File: config.mk
export PLATFORM = sky130hd
export DESIGN_NAME = mod_counter
export DESIGN_NICKNAME = d
export VERILOG_FILES = /design/src/rtl/counter_pkg.sv /design/src/rtl/mod_prescaler.sv /design/src/rtl/mod_counter.sv
export SDC_FILE = /design/constraint.sdc
export NUM_CORES = 1
export LEC_CHECK = 0
export ABC_AREA = 1
export BUFFER_PORTS_ARGS = -buffer_cell sky130_fd_sc_hd__buf_2
export CORE_ASPECT_RATIO = 1.25
export CORE_MARGIN = 8
export CORE_UTILIZATION = 43
export CTS_CLUSTER_DIAMETER = 200
export CTS_CLUSTER_SIZE = 16
export DETAILED_ROUTE_END_ITERATION = 7
export PLACE_DENSITY = 0.7
export SYNTH_ARGS = -nofsm -noshare
export SYNTH_HDL_FRONTEND = slang
export SYNTH_HIERARCHICAL = 1
export SYNTH_SLANG_ARGS = --single-unit
File: constraint.sdc
create_clock -name Clock -period 1.9 [get_ports Clock]
set_input_delay 0.285 -clock Clock [delete_from_list [all_inputs] [get_ports Clock]]
set_output_delay 0.285 -clock Clock [all_outputs]
set_load 0.02 [all_outputs]
File: src/rtl/counter_pkg.sv
// Shared constants and helpers for the modulo counter and its prescaler.
package counter_pkg;

  localparam logic DIR_UP   = 1'b1;
  localparam logic DIR_DOWN = 1'b0;

  localparam int N_DEFAULT        = 24;
  localparam int MODULUS_DEFAULT  = 1 << 24;
  localparam int PRESCALE_DEFAULT = 1;

  // Bits needed to hold values 0..value-1.
  function automatic int clog2(input int value);
    int r;
    int v;
    r = 0;
    v = value - 1;
    while (v > 0) begin
      r++;
      v = v >> 1;
    end
    return r;
  endfunction

endpackage

File: src/rtl/mod_prescaler.sv
// Divides enabled clocks by PRESCALE and flags the step clock; collapses to a
// plain pass-through of En when PRESCALE is 1.
module mod_prescaler
  import counter_pkg::*;
#(
  parameter int PRESCALE = PRESCALE_DEFAULT
) (
  input  logic Clock,
  input  logic Resetn,
  input  logic En,
  input  logic Clr,
  output logic Step
);

  generate
    if (PRESCALE == 1) begin : g_direct
      logic unused_ok;
      assign unused_ok = ^{Clock, Resetn, Clr};
      assign Step      = En;
    end else begin : g_div
      localparam int PW = (clog2(PRESCALE) < 1) ? 1 : clog2(PRESCALE);
      localparam logic [PW-1:0] P_LAST = PW'(PRESCALE - 1);

      logic [PW-1:0] p_q;
      logic [PW-1:0] p_d;

      always_comb begin
        p_d = p_q;
        if (Clr) begin
          p_d = '0;
        end else if (En) begin
          p_d = (p_q == P_LAST) ? '0 : p_q + 1'b1;
        end
      end

      always_ff @(posedge Clock or negedge Resetn) begin
        if (!Resetn) begin
          p_q <= '0;
        end else begin
          p_q <= p_d;
        end
      end

      assign Step = En && (p_q == P_LAST);
    end
  endgenerate

endmodule

File: src/rtl/mod_counter.sv
// Up/down modulo-MODULUS counter with prescaler, load clamp and Tick/Tc pulses.
// Define MOD_COUNTER_SATURATE_EN to hold at the terminal value instead of wrapping.
module mod_counter
  import counter_pkg::*;
#(
  parameter int N        = N_DEFAULT,
  parameter int MODULUS  = MODULUS_DEFAULT,
  parameter int PRESCALE = PRESCALE_DEFAULT
) (
  input  logic         Clock,
  input  logic         Resetn,
  input  logic         En,
  input  logic         Dir,
  input  logic         Load,
  input  logic [N-1:0] D,
  output logic [N-1:0] Q,
  output logic         Tick,
  output logic         Tc
);

  generate
    if (MODULUS < 2 || longint'(MODULUS) > (longint'(1) << N) || PRESCALE < 1) begin : g_bad_cfg
      $error("mod_counter: illegal MODULUS/PRESCALE for width N");
    end
  endgenerate

`ifdef MOD_COUNTER_SATURATE_EN
  localparam bit SATURATE = 1'b1;
`else
  localparam bit SATURATE = 1'b0;
`endif

  // One extra bit so MODULUS == 2**N is representable.
  localparam logic [N:0] MOD_LAST = (N+1)'(MODULUS - 1);

  logic [N-1:0] q_q, q_d;
  logic         tick_q, tick_d;
  logic         tc_q, tc_d;
  logic         step;
  logic [N:0]   q_ext;
  logic [N:0]   d_ext;

  mod_prescaler #(.PRESCALE(PRESCALE)) u_prescaler (
    .Clock  (Clock),
    .Resetn (Resetn),
    .En     (En),
    .Clr    (Load),
    .Step   (step)
  );

  assign q_ext = {1'b0, q_q};
  assign d_ext = {1'b0, D};

  always_comb begin
    q_d    = q_q;
    tick_d = 1'b0;
    tc_d   = 1'b0;
    if (Load) begin
      q_d = (d_ext > MOD_LAST) ? N'(MOD_LAST) : D;
    end else if (step) begin
      tick_d = 1'b1;
      if (Dir == DIR_UP) begin
        if (q_ext == MOD_LAST) begin
          tc_d = 1'b1;
          q_d  = SATURATE ? q_q : '0;
        end else begin
          q_d = N'(q_ext + 1'b1);
        end
      end else begin
        if (q_ext == '0) begin
          tc_d = 1'b1;
          q_d  = SATURATE ? q_q : N'(MOD_LAST);
        end else begin
          q_d = N'(q_ext - 1'b1);
        end
      end
    end
  end

  always_ff @(posedge Clock or negedge Resetn) begin
    if (!Resetn) begin
      q_q    <= '0;
      tick_q <= 1'b0;
      tc_q   <= 1'b0;
    end else begin
      q_q    <= q_d;
      tick_q <= tick_d;
      tc_q   <= tc_d;
    end
  end

  assign Q    = q_q;
  assign Tick = tick_q;
  assign Tc   = tc_q;

endmodule

* Word-level counts from Yosys, hierarchy flattened *
Index checks and enable logic that the tools add are counted.

storage, ports and cells
  flip-flop bits (word level) = 26
  output and inout bits = 26
  word-level logic and storage cells = 22

cells by class
  $add $sub $neg = 2
  magnitude comparators = 1
  equal/unequal tests = 1
  muxes and demuxes = 13
  reduce and logical (&&, ||, !) cells = 2

operators with widths
  operator               number
  $mux 24                6
  $logic_not 25->1       1
  $add 24x1->24 const B  1
  $eq 24x24->1 const B   1
  $gt 24x24->1 const B   1
  $sub 24x1->24 const B  1
  $mux 1                 7
  $reduce_bool 2->1      1

* Logic depth before layout (Yosys ltp) *
  depth after elaboration = 5
  mapped depth = 12
  depth with buffers taken out = 12

* Modules after synthesis *
The synthesis kept the hierarchy.

modules (own cells, without submodules)
  module         times used  cells an instance  area an instance (um^2)
  mod_counter    1           502                2,810.2
  mod_prescaler  1           1                  7.5

* Worst setup path after synthesis *
No wires, ideal clock.

  path kind = register to register
  start = register q_q[1] (netlist: Q[1])
  end = register q_q[7] (netlist: Q[7])
  setup time = 121 ps
  arrival = 1,643 ps
  required time = 1,779 ps
  path slack = 136 ps
  cell stages (with the launch flop) = 13
  buffers on the path = 0
  clock period less this slack = 1,764 ps
  cell sequence = dfrtp_1 > ha_1 > nand2_1 > nor2_2 > nand2_1 > nor2_1 > nand3_1 > nand2_1 > inv_2 > o21ai_1 > nand2_1 > nand2_1 > nand2_1

on the way
  word-level cells in the longest chain between the ends = 5
  elaborated cells on any way between the ends = 9
  those cells by class = add/sub (2); eq/ne (1); mux (5); reduce/logical (1)

ends and longest elaborated chain
  what                                         RTL line                              RTL
  start: declaration                           mod_counter.sv:36                     logic [N-1:0] q_q, q_d;
  start signal: assignment                     mod_counter.sv:86                     q_q <= q_d;
  $sub 24x1->24, or another cell as far along  mod_counter.sv:74                     q_d = N'(q_ext - 1'b1);
  $mux 24, on equally long branches            mod_counter.sv:70, mod_counter.sv:63
  $mux 24 *                                    mod_counter.sv:62                     if (Dir == DIR_UP) begin
  $mux 24 *                                    mod_counter.sv:60                     end else if (step) begin
  $mux 24 *                                    mod_counter.sv:58                     if (Load) begin

Mark *: on every way between the ends. The rest lies on a longest branch, timed or not. The select of a mux whose other input is x is not followed.
A chain may end at the register's enable or synchronous reset.

* Final worst setup path *
  start = register q_q[14] (netlist: Q[14])
  end = register q_q[11] (netlist: Q[11])

on the way
  word-level cells in the longest chain between the ends = 5
  elaborated cells on any way between the ends = 7
  those cells by class = eq/ne (1); mux (5); reduce/logical (1)

ends and longest elaborated chain
  what                                              RTL line
  $eq 24x24->1 or $logic_not 25->1 (tied branches)  mod_counter.sv:63, mod_counter.sv:70
  $mux 24, on equally long branches                 mod_counter.sv:63, mod_counter.sv:70
  $mux 24 *                                         mod_counter.sv:62
  $mux 24 *                                         mod_counter.sv:60
  $mux 24 *                                         mod_counter.sv:58

Marked as above.

==> run metrics <==
EDFF count, synth 0; Rel. slew slack 55.62%; WP data arrival 2010 ps; RR Startpoint Q[14]; initial antenna violation count 0; initial DRC count 208; Cells after DPL 654; Final WS setup 137.0 ps; Synth area leader nand2_1; IO Count 55; Top FF cell, synth dfrtp_1; Final Setup Violations 0; syn avg cell area approximately 5.6 um^2; Power per Cell Area between 500 and 600 nW/um^2; Via density 5.252; Startpoint Class register; Worst Tran Pin Value 665.7 ps; ANT cells 0; Skew-Pair Late Insertion Delay 300 ps; CP dominant cell by count nand2_1; drt total wl 10.13 mm; Synth Instances 503; Core Region about 6400 um^2; CTS Hold Bufs 0; number of H-tree levels 1; Layout Nets 605; WL/cell about 15 um; Reg clk slew, reported paths 120 ps; # port buffers 54; Area Growth Syn to Fin 24.33%; Tcrit/Tclk final 92.79%; Post-route DRC 0; min Tclk post-route around 1800 ps; overall die area 9416 um^2; GR Overflow Total 0; detailed-route via count 3461; crit path launch Q[14]; top cells by count, synth nand2_1 (188), nor2_1 (87), nand3_1 (52), inv_1 (37), dfrtp_1 (26); final worst clock skew 4.205 ps; outcome completed; FF+latch count, synth 26; iteration count of the initial detailed-routing pass 5; Die W 88.41 um; Initial Utilization between 40% and 50%; Num CTS Buffers 3; Placer Congestion 0.9498; Critical Path, Cell by Cell nor2_1, nand2_1, nor2_4, buf_4, nand3_1, nand2_1, o21ai_1, nand2_1, nand2_1, nand2_1; worst vdd ir 0.3933 mV; Die H 106.5 um; Lkg Pwr ~1.8 nW; kind of end point of the critical path register; CTS Root Buffer Type clkbuf_8; synthesized area roughly 2800 um^2; first-pass GRT wire length 16.60 mm; data required time at the worst endpoint 2140 ps; max incr delay on CP 470 ps; largest net degree at the start of global routing 27; Slew Viols, Final 0; Routed Antenna Nets 0; unrepaired setup endpoints after global routing yes; row count 33; crit path kind reg2reg; Max-Cap Viols 0; Worst Setup Slack post-DPL 55.94 ps; upper clock frequency limit 567.2 MHz; DP Wirelength roughly 7.8 mm; CTS Buffer Depth 2; layout cell share with drive strength beyond 1 22.55%; CTS tree yes; crit path max-delay cell type dfrtp_1; vias in the first global route 3365; GRT Overall Usage approximately 22%; clock net sink count 26; share of the synthesized area in the top cell type between 20% and 30%; cell with the most instances after synthesis nand2_1; Hold WC Path Type in2async; syn_nets 535; Yosys cell types 23; Seq/Total Area, Yosys 23.09%; asr flop ratio synth 100.0%; top cells by area, synth nand2_1 (25%), dfrtp_1 (23%), nor2_1 (12%), nand3_1 (9.2%), inv_1 (4.9%); Ys Warns 6; Fin. Hold Viols 0; fin cells 659; peak fanout along the critical path 5
-- metal layers --
metal	GRT usage, %	vias up	part of all wire, %
met4	8.000	0	3.0
met2	38.47	128	49
met3	2.392	21	5.4
met5	0	-	0
li1	-	1740	-
met1	27.66	1572	42
-- power by group --
part           total [mW]  switching (mW)  internal, mW
Clock               0.520           0.236         0.284
Combinational       0.861           0.538         0.323
Sequential          0.710          0.0988         0.612
-- kinds of logic (layout without fill, tap and decap cells) --
| family | after synthesis | after routing | share of synthesized area, % |
|---|---|---|---|
| adders and majority gates | 3 | 3 | 1.332 |
| buffers and inverters | 67 | 136 | 9.725 |
| and+or+nand+nor | 353 | 353 | 52.40 |
| xor gates and xnor gates | 17 | 17 | 5.284 |
| DFF | 26 | 26 | 23.09 |
| AOI/OAI and AO/OA | 37 | 37 | 8.170 |
-- worst max-delay path: cells and delay by family (launching register included) --
family,cells,cell delay (ps)
flip-flops,1,470
AND/OR/NAND/NOR,8,1010
buffers and inverters,1,140
AO/OA/AOI/OAI,1,90
-- flip-flops by register name, summed over array words and instances (netlist names) --
name / count
Q: 24
Tc: 1
Tick: 1
-- area by class of cell --
| type | instances | area, um^2 |
|---|---|---|
| sequential | 26 | 654.4 |
| timing repair buffer | 92 | 555.5 |
| clock buffer | 3 | 41.29 |
| clock inverter | 1 | 30.03 |
| fill | 713 | 2938 |
| inverter | 40 | 150.1 |
| multi-input combinational | 410 | 1963 |
| tap | 87 | 108.9 |
-- per-stage QoR --
| stage | area [um^2] | setup TNS (ps) | util (%) | power (mW) | hold slack (ps) |
|---|---|---|---|---|---|
| after global placement | 3353 | 0 | 52.06 | 1.548 | 348.5 |
| after floorplan | 2818 | 0 | - | 1.237 | -10.59 |
| after global routing | 3503 | -197.5 | 54.39 | 2.219 | 41.26 |
| after CTS | 3425 | 0 | 53.17 | 2.068 | 22.25 |
| after detailed placement | 3353 | 0 | 52.06 | 1.554 | 356.2 |
| final | 3503 | 0 | 54.39 | 2.091 | 2.163 |
-- path summary, 6_finish.rpt --
check	endpoint	depth (start not counted)	slack (ps)
hold reg to reg	Q[18]	2	590
setup reg to reg	Q[11]	10	140
hold / removal	Tc	1	2
setup / recovery	Q[11]	10	140
min in group Clock	Q[2]	3	190
max in group asynchronous	Q[5]	1	1430
-- timing repair --
action | CTS | global route
endpoints found under the setup margin | 0 | 21
gates resized for setup | 0 | 25
setup buffers | 0 | 1
-- cell usage in the layout, fill, tap and decap left out, drive strengths merged --
| cell | count |
|---|---|
| nor3 | 1 |
| nand3 | 54 |
| o21ai | 9 |
| inv | 40 |
| dfrtp | 26 |
| o211ai | 1 |
| xor2 | 14 |
| a21oi | 10 |
| clkbuf | 3 |
| nand4 | 13 |
| nor2 | 93 |
| bufinv | 1 |
| ha | 3 |
| a22oi | 17 |
| xnor2 | 3 |
| nand3b | 4 |
| buf | 92 |
| nand2 | 188 |
(Power assumes the default switching activity.)
